File: config.mk
export PLATFORM = sky130hd
export DESIGN_NAME = load_sequencer
export DESIGN_NICKNAME = d
export VERILOG_FILES = /design/src/rtl/load_sequencer.sv
export SDC_FILE = /design/constraint.sdc
export NUM_CORES = 1
export LEC_CHECK = 0
export CAP_MARGIN = 10
export CORE_MARGIN = 3
export CORE_UTILIZATION = 47
export CTS_BUF_LIST = sky130_fd_sc_hd__clkbuf_8
export CTS_CLUSTER_SIZE = 14
export DETAILED_ROUTE_END_ITERATION = 16
export GPL_ROUTABILITY_DRIVEN = 0
export PLACE_DENSITY = 0.75
export RECOVER_POWER = 100
export SETUP_SLACK_MARGIN = 0.4
export SLEW_MARGIN = 20
export SYNTH_ARGS = -nofsm -noshare
export SYNTH_HDL_FRONTEND = slang
export SYNTH_SLANG_ARGS = --single-unit
File: constraint.sdc
create_clock -name clk_i -period 11.2 [get_ports clk_i]
set_clock_uncertainty 0.1 [all_clocks]
set_input_delay 2.24 -clock clk_i [delete_from_list [all_inputs] [get_ports clk_i]]
set_output_delay 2.24 -clock clk_i [all_outputs]
set_load 0.02 [all_outputs]
File: src/rtl/load_sequencer.sv
// Splits a byte-addressed load command into AXI-sized read transactions with a bounded in-flight count.
// Optional build macro LOAD_SEQ_4K_BOUNDARY_EN keeps every transaction inside one 4 KiB page.
module load_sequencer #(
    parameter int AxiDataWidth   = 512,
    parameter int AxiAddrWidth   = 64,
    parameter int MaxBurstBeats  = 16,
    parameter int MaxOutstanding = 4,
    parameter int LenWidth       = 32
) (
    input  logic                    clk_i,
    input  logic                    rst_i,
    input  logic                    req_valid_i,
    output logic                    req_ready_o,
    input  logic [AxiAddrWidth-1:0] req_addr_i,
    input  logic [LenWidth-1:0]     req_nbytes_i,
    output logic                    meta_valid_o,
    input  logic                    meta_ready_i,
    output logic                    txn_valid_o,
    input  logic                    txn_ready_i,
    output logic [AxiAddrWidth-1:0] txn_addr_o,
    output logic [7:0]              txn_len_o,
    output logic [LenWidth-1:0]     txn_nbytes_o,
    output logic                    txn_last_o,
    input  logic                    txn_done_i,
    output logic                    busy_o,
    output logic                    done_o,
    output logic [1:0]              dbg_state_o
);

    localparam int BB  = AxiDataWidth / 8;
    localparam int BBW = $clog2(BB);
    localparam int CW  = LenWidth + 1;
    localparam int OW  = $clog2(MaxOutstanding + 1);
    localparam logic [CW-1:0] BURST_BYTES = CW'(MaxBurstBeats * BB);
    localparam logic [OW-1:0] MAX_OUT     = OW'(MaxOutstanding);

    typedef enum logic [1:0] {
        S_IDLE  = 2'd0,
        S_META  = 2'd1,
        S_SPLIT = 2'd2,
        S_DRAIN = 2'd3
    } state_t;

    state_t                  r_state;
    logic [AxiAddrWidth-1:0] r_cur_addr;
    logic [LenWidth-1:0]     r_remaining;
    logic [OW-1:0]           r_outstanding;
    logic                    r_busy;
    logic                    r_meta_valid;
    logic                    r_done;

    logic [CW-1:0] w_off;
    logic [CW-1:0] w_rem;
    logic [CW-1:0] w_lim;
    logic [CW-1:0] w_lim_eff;
    logic [CW-1:0] w_chunk;
    logic [CW-1:0] w_beats;
    logic [7:0]    w_len;
    logic          w_in_split;
    logic          w_last;
    logic          w_txn_fire;
    logic          w_done_dec;
    logic [OW-1:0] w_out_next;

    // Chunk math runs one bit wider than the byte count so the min() compare never sees a wrapped value.
    assign w_off = CW'(r_cur_addr[BBW-1:0]);
    assign w_rem = {1'b0, r_remaining};
    assign w_lim = BURST_BYTES - w_off;

`ifdef LOAD_SEQ_4K_BOUNDARY_EN
    logic [CW-1:0] w_lim_4k;
    assign w_lim_4k  = CW'(13'd4096) - CW'(r_cur_addr[11:0]);
    assign w_lim_eff = (w_lim_4k < w_lim) ? w_lim_4k : w_lim;
`else
    assign w_lim_eff = w_lim;
`endif

    assign w_chunk = (w_rem < w_lim_eff) ? w_rem : w_lim_eff;
    assign w_beats = (w_off + w_chunk + CW'(BB - 1)) >> BBW;
    assign w_len   = 8'(w_beats - CW'(1));
    assign w_last  = (w_chunk == w_rem);

    // Fields derive only from registers that hold while a transaction waits, so they stay stable until accepted.
    assign w_in_split   = (r_state == S_SPLIT);
    assign txn_valid_o  = w_in_split && (r_outstanding < MAX_OUT);
    assign txn_addr_o   = w_in_split ? r_cur_addr : '0;
    assign txn_len_o    = w_in_split ? w_len : 8'd0;
    assign txn_nbytes_o = w_in_split ? w_chunk[LenWidth-1:0] : '0;
    assign txn_last_o   = w_in_split && w_last;

    assign req_ready_o  = (r_state == S_IDLE) && !rst_i;
    assign meta_valid_o = r_meta_valid;
    assign busy_o       = r_busy;
    assign done_o       = r_done;
    assign dbg_state_o  = r_state;

    assign w_txn_fire = txn_valid_o && txn_ready_i;
    assign w_done_dec = txn_done_i && (r_outstanding != '0);

    always_comb begin
        w_out_next = r_outstanding;
        if (w_txn_fire && !w_done_dec) begin
            w_out_next = r_outstanding + OW'(1);
        end else if (!w_txn_fire && w_done_dec) begin
            w_out_next = r_outstanding - OW'(1);
        end
    end

    always_ff @(posedge clk_i or posedge rst_i) begin
        if (rst_i) begin
            r_state       <= S_IDLE;
            r_cur_addr    <= '0;
            r_remaining   <= '0;
            r_outstanding <= '0;
            r_busy        <= 1'b0;
            r_meta_valid  <= 1'b0;
            r_done        <= 1'b0;
        end else begin
            r_outstanding <= w_out_next;
            r_done        <= 1'b0;
            case (r_state)
                S_IDLE: begin
                    if (req_valid_i) begin
                        r_cur_addr  <= req_addr_i;
                        r_remaining <= req_nbytes_i;
                        if (req_nbytes_i != '0) begin
                            r_state      <= S_META;
                            r_busy       <= 1'b1;
                            r_meta_valid <= 1'b1;
                        end else begin
                            r_done <= 1'b1;
                        end
                    end
                end
                S_META: begin
                    if (meta_ready_i) begin
                        r_state      <= S_SPLIT;
                        r_meta_valid <= 1'b0;
                    end
                end
                S_SPLIT: begin
                    if (w_txn_fire) begin
                        r_cur_addr  <= r_cur_addr + AxiAddrWidth'(w_chunk);
                        r_remaining <= r_remaining - w_chunk[LenWidth-1:0];
                        if (w_last) begin
                            r_state <= S_DRAIN;
                        end
                    end
                end
                S_DRAIN: begin
                    // Looks at the post-update count so a final txn_done_i this cycle still closes the command.
                    if (w_out_next == '0) begin
                        r_state <= S_IDLE;
                        r_busy  <= 1'b0;
                        r_done  <= 1'b1;
                    end
                end
                default: r_state <= S_IDLE;
            endcase
        end
    end

endmodule

Yosys cells after proc, flatten, opt, wreduce, memory -nomap -nowiden:

Cells that the tools add are included.

* bits in registers: 104
* bits in latches: 0
* RAM bits: 0
* memory bits (read-only): 0
* bits of input ports: 102
* output and inout port bits: 112
* word-level logic and storage cells: 77
* memories: 0

* add/sub/neg operators: 8
* $mul: 0
* div/mod/pow operators: 0
* $lt $le $gt $ge: 2
* equal/unequal tests: 10
* shifts and indexed selects: 0
* mux-type cells: 29
* bitwise gates (word level): 0
* reductions and logical operators: 21

Operators with widths (number)
* $mux W64: 3
* $pmux W64 S2: 1
* $mux W32: 3
* $add A64 B33 Y64: 1
* $pmux W32 S2: 1
* $eq A33 B32 Y1: 1
* $lt A32 B33 Y1: 1
* $mux W33: 1
* $reduce_bool A32 Y1: 1
* $sub A32 B32 Y32: 1
* $add A14 B6 Y14 const B: 1
* $add A6 B14 Y14: 1
* $mux W2: 6
* $sub A11 B6 Y12 const A: 1
* $mux W8: 1
* $pmux W2 S4: 1
* $reduce_and A4 Y1: 2
* $sub A8 B1 Y8 const B: 1
* $logic_and A1 B1 Y1: 7
* $mux W1: 7
* $mux W3: 2
* $ne A2 B1 Y1 const B: 3
* $ne A2 B2 Y1 const B: 3
* $pmux W1 S2: 3
* other kinds (12): 17

Logic depth before layout (Yosys ltp):

* word-level depth: 10
* mapped depth: 29
* depth with buffers taken out: 28

Worst setup path after synthesis:

Ideal clock, no wire load.

* path kind: register to output
* start point: register r_cur_addr[2]
* end point: output txn_len_o[4]
* arrival time: 5.210 ns
* data required time: 8.860 ns
* path slack: 3.650 ns
* cell stages (with the launch flop): 28
* buffers on the path: 1
* cells stage by stage: dfrtp_1 > inv_1 > nand3_1 > nor3_1 > nand2_1 > inv_1 > ha_1 > nor4bb_1 > a221oi_1 > o21ai_0 > nor4_2 > o21ai_2 > buf_2 > mux2_2 > ha_1 > inv_1 > ha_1 > nor3b_1 > o21a_1 > o21a_1 > o21ai_0 > nand2b_1 > a21oi_1 > xnor2_1 > ha_1 > nor3_1 > a22oi_2 > mux2_4

* longest elaborated chain between the ends: 7

RTL lines
* start: declaration: RTL line 45 `logic [AxiAddrWidth-1:0] r_cur_addr;`
* start signal: assignment: RTL line 124 `r_cur_addr <= req_addr_i;`
* start signal: assignment: RTL line 143 `r_cur_addr <= r_cur_addr + AxiAddrWidth'(w_chunk);`
* $sub A11 B6 Y12: RTL line 68 `assign w_lim = BURST_BYTES - w_off;`
* $lt A32 B33 Y1: RTL line 78 `assign w_chunk = (w_rem < w_lim_eff) ? w_rem : w_lim_eff;`
* $mux W33: RTL line 78
* $add A6 B14 Y14 *: RTL line 79 `assign w_beats = (w_off + w_chunk + CW'(BB - 1)) >> BBW;`
* $add A14 B6 Y14 *: RTL line 79
* $sub A8 B1 Y8 *: RTL line 80 `assign w_len = 8'(w_beats - CW'(1));`
* $mux W8 *: RTL line 87 `assign txn_len_o = w_in_split ? w_len : 8'd0;`
* end: declaration: RTL line 21 `output logic [7:0] txn_len_o,`

Mark *: on every way between the ends. The rest lies on a longest branch, timed or not.

Worst setup path in the final report:

Ends and elaborated chain as after synthesis.

==> run metrics <==
post-CTS sizing 0; r2r setup slk 2.93 ns; Post-synth EDFFs 0; type of origin of the critical path flop; H-tree Lvls 3; Final min period ~9.4 ns; failing checks max-capacitance violations, max-slew violations; Final HPWL DP 21.02 mm; via count 9725; commonest non-fill, non-tap cell in the layout clkdlybuf4s50_1; CTS Buf Count 9; Peak supply drop 0.1792 mV; flops & latches, synth 104; Seq/Total Area, Yosys between 20% and 30%; power share of the sequential group 19.3%; prevailing post-synth register cell dfrtp_1; Initial Utilization about half; Sw Share 51.83%; clock-pin slew on the worst setup and hold paths 0.12 ns; synthesized area 9615 sq um; Clk pwr share 6.4%; final hold viol count 0; cell count after synthesis 1221; Worst R2R Start dbg_state_o[0]; # diodes 0; CP top delay family compound AO/OA/AOI/OAI gates; PD cells roughly 340 nW/um^2; outcome finished with violations; internal cell power 1.948 mW; Overflow after GRT 0; Cell Rows 51; clock sink count 104; fill count 1823; Worst Setup EP txn_len_o[4]; CTS tree yes; Starting DRT DRC Count approximately 650; Avg Inst Size Synth 7.875 sq um; count of final setup violators 0; vias in the first global route 9317; R2R depth 10; Crit path depth 27; Port Buffers 192; Pleak 5.218 nW; f_max 106.6 MHz; WL final 28.77 mm; Worst Setup SP r_cur_addr[2]; Setup TNS Final 0 ns; area of the multi-input gates about 6500 sq um; Total GRT Usage 25.41%; Final Power 4.045 mW; crit-path max FO 14; Critical Path AT 7.04 ns; worst-margin pin slew 4.532 ns; number of max-cap violations 6; die footprint 22210 sq um; critical path class reg -> out; largest net degree at the start of global routing 104; Skew-Pair Late Insertion Delay 0.40 ns; hold buffers post-CTS 0; DRT Pass-1 Iters 4; Root Driver clkbuf_8; Synth async-reset ratio 100.0%; Placeable Area ~20000 sq um; post-CTS setup buffer count 0; routed len/inst between 15 and 20 um; Seq. cell area around 2600 sq um; slowest stage cell, crit path dlygate4sd3_1; first-pass GRT wire length roughly 47 mm; Final period util around 84%; WP buf/inv 4; commonest cells after routing, fill and taps aside clkdlybuf4s50_1, a21oi_1, nand2_1; Switch Pwr 2.096 mW; DRC errors left 0; Slew HR -202.2%; worst hold stages 2; initial antenna violation count 1; Gate power share about three quarters; CP peak stage delay 0.64 ns; warnings from Yosys 0; max-slew violation count 467; worst min path class reg -> reg; RSZ-0062 raised after global routing false; Yosys cell types ~80; CP endpoint kind output port; die height 149.0 um; most used cell, CP ha_1; Final nets 1565; CP Data Required Time 8.86 ns; Max clock buf depth 2; DIE WIDTH 149.0 um; Post-DRT Antenna Nets 0; synthesis-to-layout area growth 23.46%; routed vias/inst 5.869; share of layout cells above drive strength 1 3.233%; Reg-to-Reg End r_cur_addr[38]; I/O pin count 214
-- registers in the layout, indices dropped and copies added (netlist names) --
name / count
r_cur_addr: 64
r_remaining: 32
r_outstanding: 3
dbg_state_o: 2
busy_o: 1
done_o: 1
meta_valid_o: 1
-- synthesized netlist by cell type, types with 5 or more instances --
cell / number / share of area (%)
a21oi_1: 126 / 6.6
nor3_1: 26 / 1.4
a211oi_1: 5 / 0.39
dfrtp_1: 104 / 27
o21a_1: 16 / 1.2
nor2b_1: 7 / 0.46
o32ai_1: 9 / 0.82
nand2_1: 108 / 4.2
and3_1: 22 / 1.4
clkbuf_1: 55 / 2.1
nand3_1: 19 / 0.99
nor2_1: 98 / 3.8
o211ai_1: 15 / 1.2
a31oi_1: 8 / 0.52
xor2_1: 11 / 1.0
o21ai_0: 82 / 4.3
nor4b_1: 5 / 0.46
nand2b_1: 7 / 0.46
xnor2_1: 32 / 2.9
buf_4: 21 / 1.6
inv_1: 62 / 2.4
o21bai_1: 7 / 0.55
o22a_1: 8 / 0.73
nand4_1: 15 / 0.98
and4_1: 5 / 0.46
a2bb2oi_1: 9 / 0.82
buf_1: 8 / 0.31
a21o_1: 26 / 2.0
mux2i_1: 38 / 4.0
o22ai_1: 26 / 1.7
ha_1: 74 / 9.6
and2_1: 53 / 3.4
or4_1: 5 / 0.39
o31ai_1: 5 / 0.39
or3_1: 12 / 0.78
o41ai_1: 7 / 0.64
nor4_1: 13 / 0.85
-- worst register-to-register path, cell delays in order (launching register included) --
cell and delay [ns]:
dfrtp_1 0.44, inv_1 0.09, ha_1 0.22, clkbuf_1 1.64
nor2b_1 0.72, nand2_1 0.28, a21o_2 0.18, clkbuf_1 3.18
nor2_1 0.68, a311oi_1 0.53, a21oi_1 0.07
-- stage by stage --
step / setup WS (ns) / cell area [sq um] / std cells / hold slack (ns) / utilization [%]
4_1_cts: 2.028 / 11910 / 1657 / 0.4304 / 60.22
2_1_floorplan: 3.650 / 9769 / 1262 / 0.3628 / -
6_report: 1.819 / 11870 / 1657 / 0.4283 / 60.01
3_3_place_gp: 2.682 / 11710 / 1641 / 0.3903 / 59.20
5_1_grt: 1.250 / 11870 / 1657 / 0.4652 / 60.01
3_5_place_dp: 2.495 / 11710 / 1641 / 0.4048 / 59.20
-- kinds of logic (layout without fill, tap and decap cells) --
logic type	count (synthesis)	after routing	share of synthesized area (%)
buf+inv	150	280	6.701
simple gates	411	411	21.65
other cells	1	42	0.03900
flops	104	104	27.07
mux	45	45	4.893
xor+xnor	43	43	3.917
compound gates	391	391	25.69
fa+ha+maj	76	76	10.05
-- layer usage --
metal  GRT usage [%]  routed length (um)
met1           36.68               13490
met2           39.40               12770
met3           4.102                1972
met4           7.414                 540
met5               0                   0
-- power groups by stage --
| stage | clock, mW | sequential, mW | combinational, mW |
|---|---|---|---|
| 2_1_floorplan | 0 | 0.723 | 2.20 |
| 3_3_place_gp | 0 | 0.772 | 2.90 |
| 3_5_place_dp | 0 | 0.782 | 2.96 |
| 4_1_cts | 0.262 | 0.775 | 2.97 |
| 5_1_grt | 0.278 | 0.813 | 3.34 |
| 6_report | 0.260 | 0.780 | 3.01 |
-- cell type report --
cell class | instances | area share (%)
Multi-Input combinational cell | 1008 | 55.02
Sequential cell | 104 | 21.92
Timing Repair Buffer | 199 | 16.48
Tap cell | 265 | 2.793
Inverter | 65 | 2.076
Clock buffer | 9 | 1.043
Clock inverter | 7 | 0.6640
-- worst min path at each step --
stage	endpoint	slack, ns	startpoint
floorplan	r_remaining[0]	0.36	r_remaining[0]
global placement	r_cur_addr[10]	0.39	r_cur_addr[10]
detailed placement	r_cur_addr[13]	0.40	r_cur_addr[13]
CTS	r_cur_addr[13]	0.43	r_cur_addr[13]
global route	r_cur_addr[7]	0.47	r_cur_addr[7]
finish	r_cur_addr[13]	0.43	r_cur_addr[13]
No activity file was read; power rests on OpenSTA's default activity.
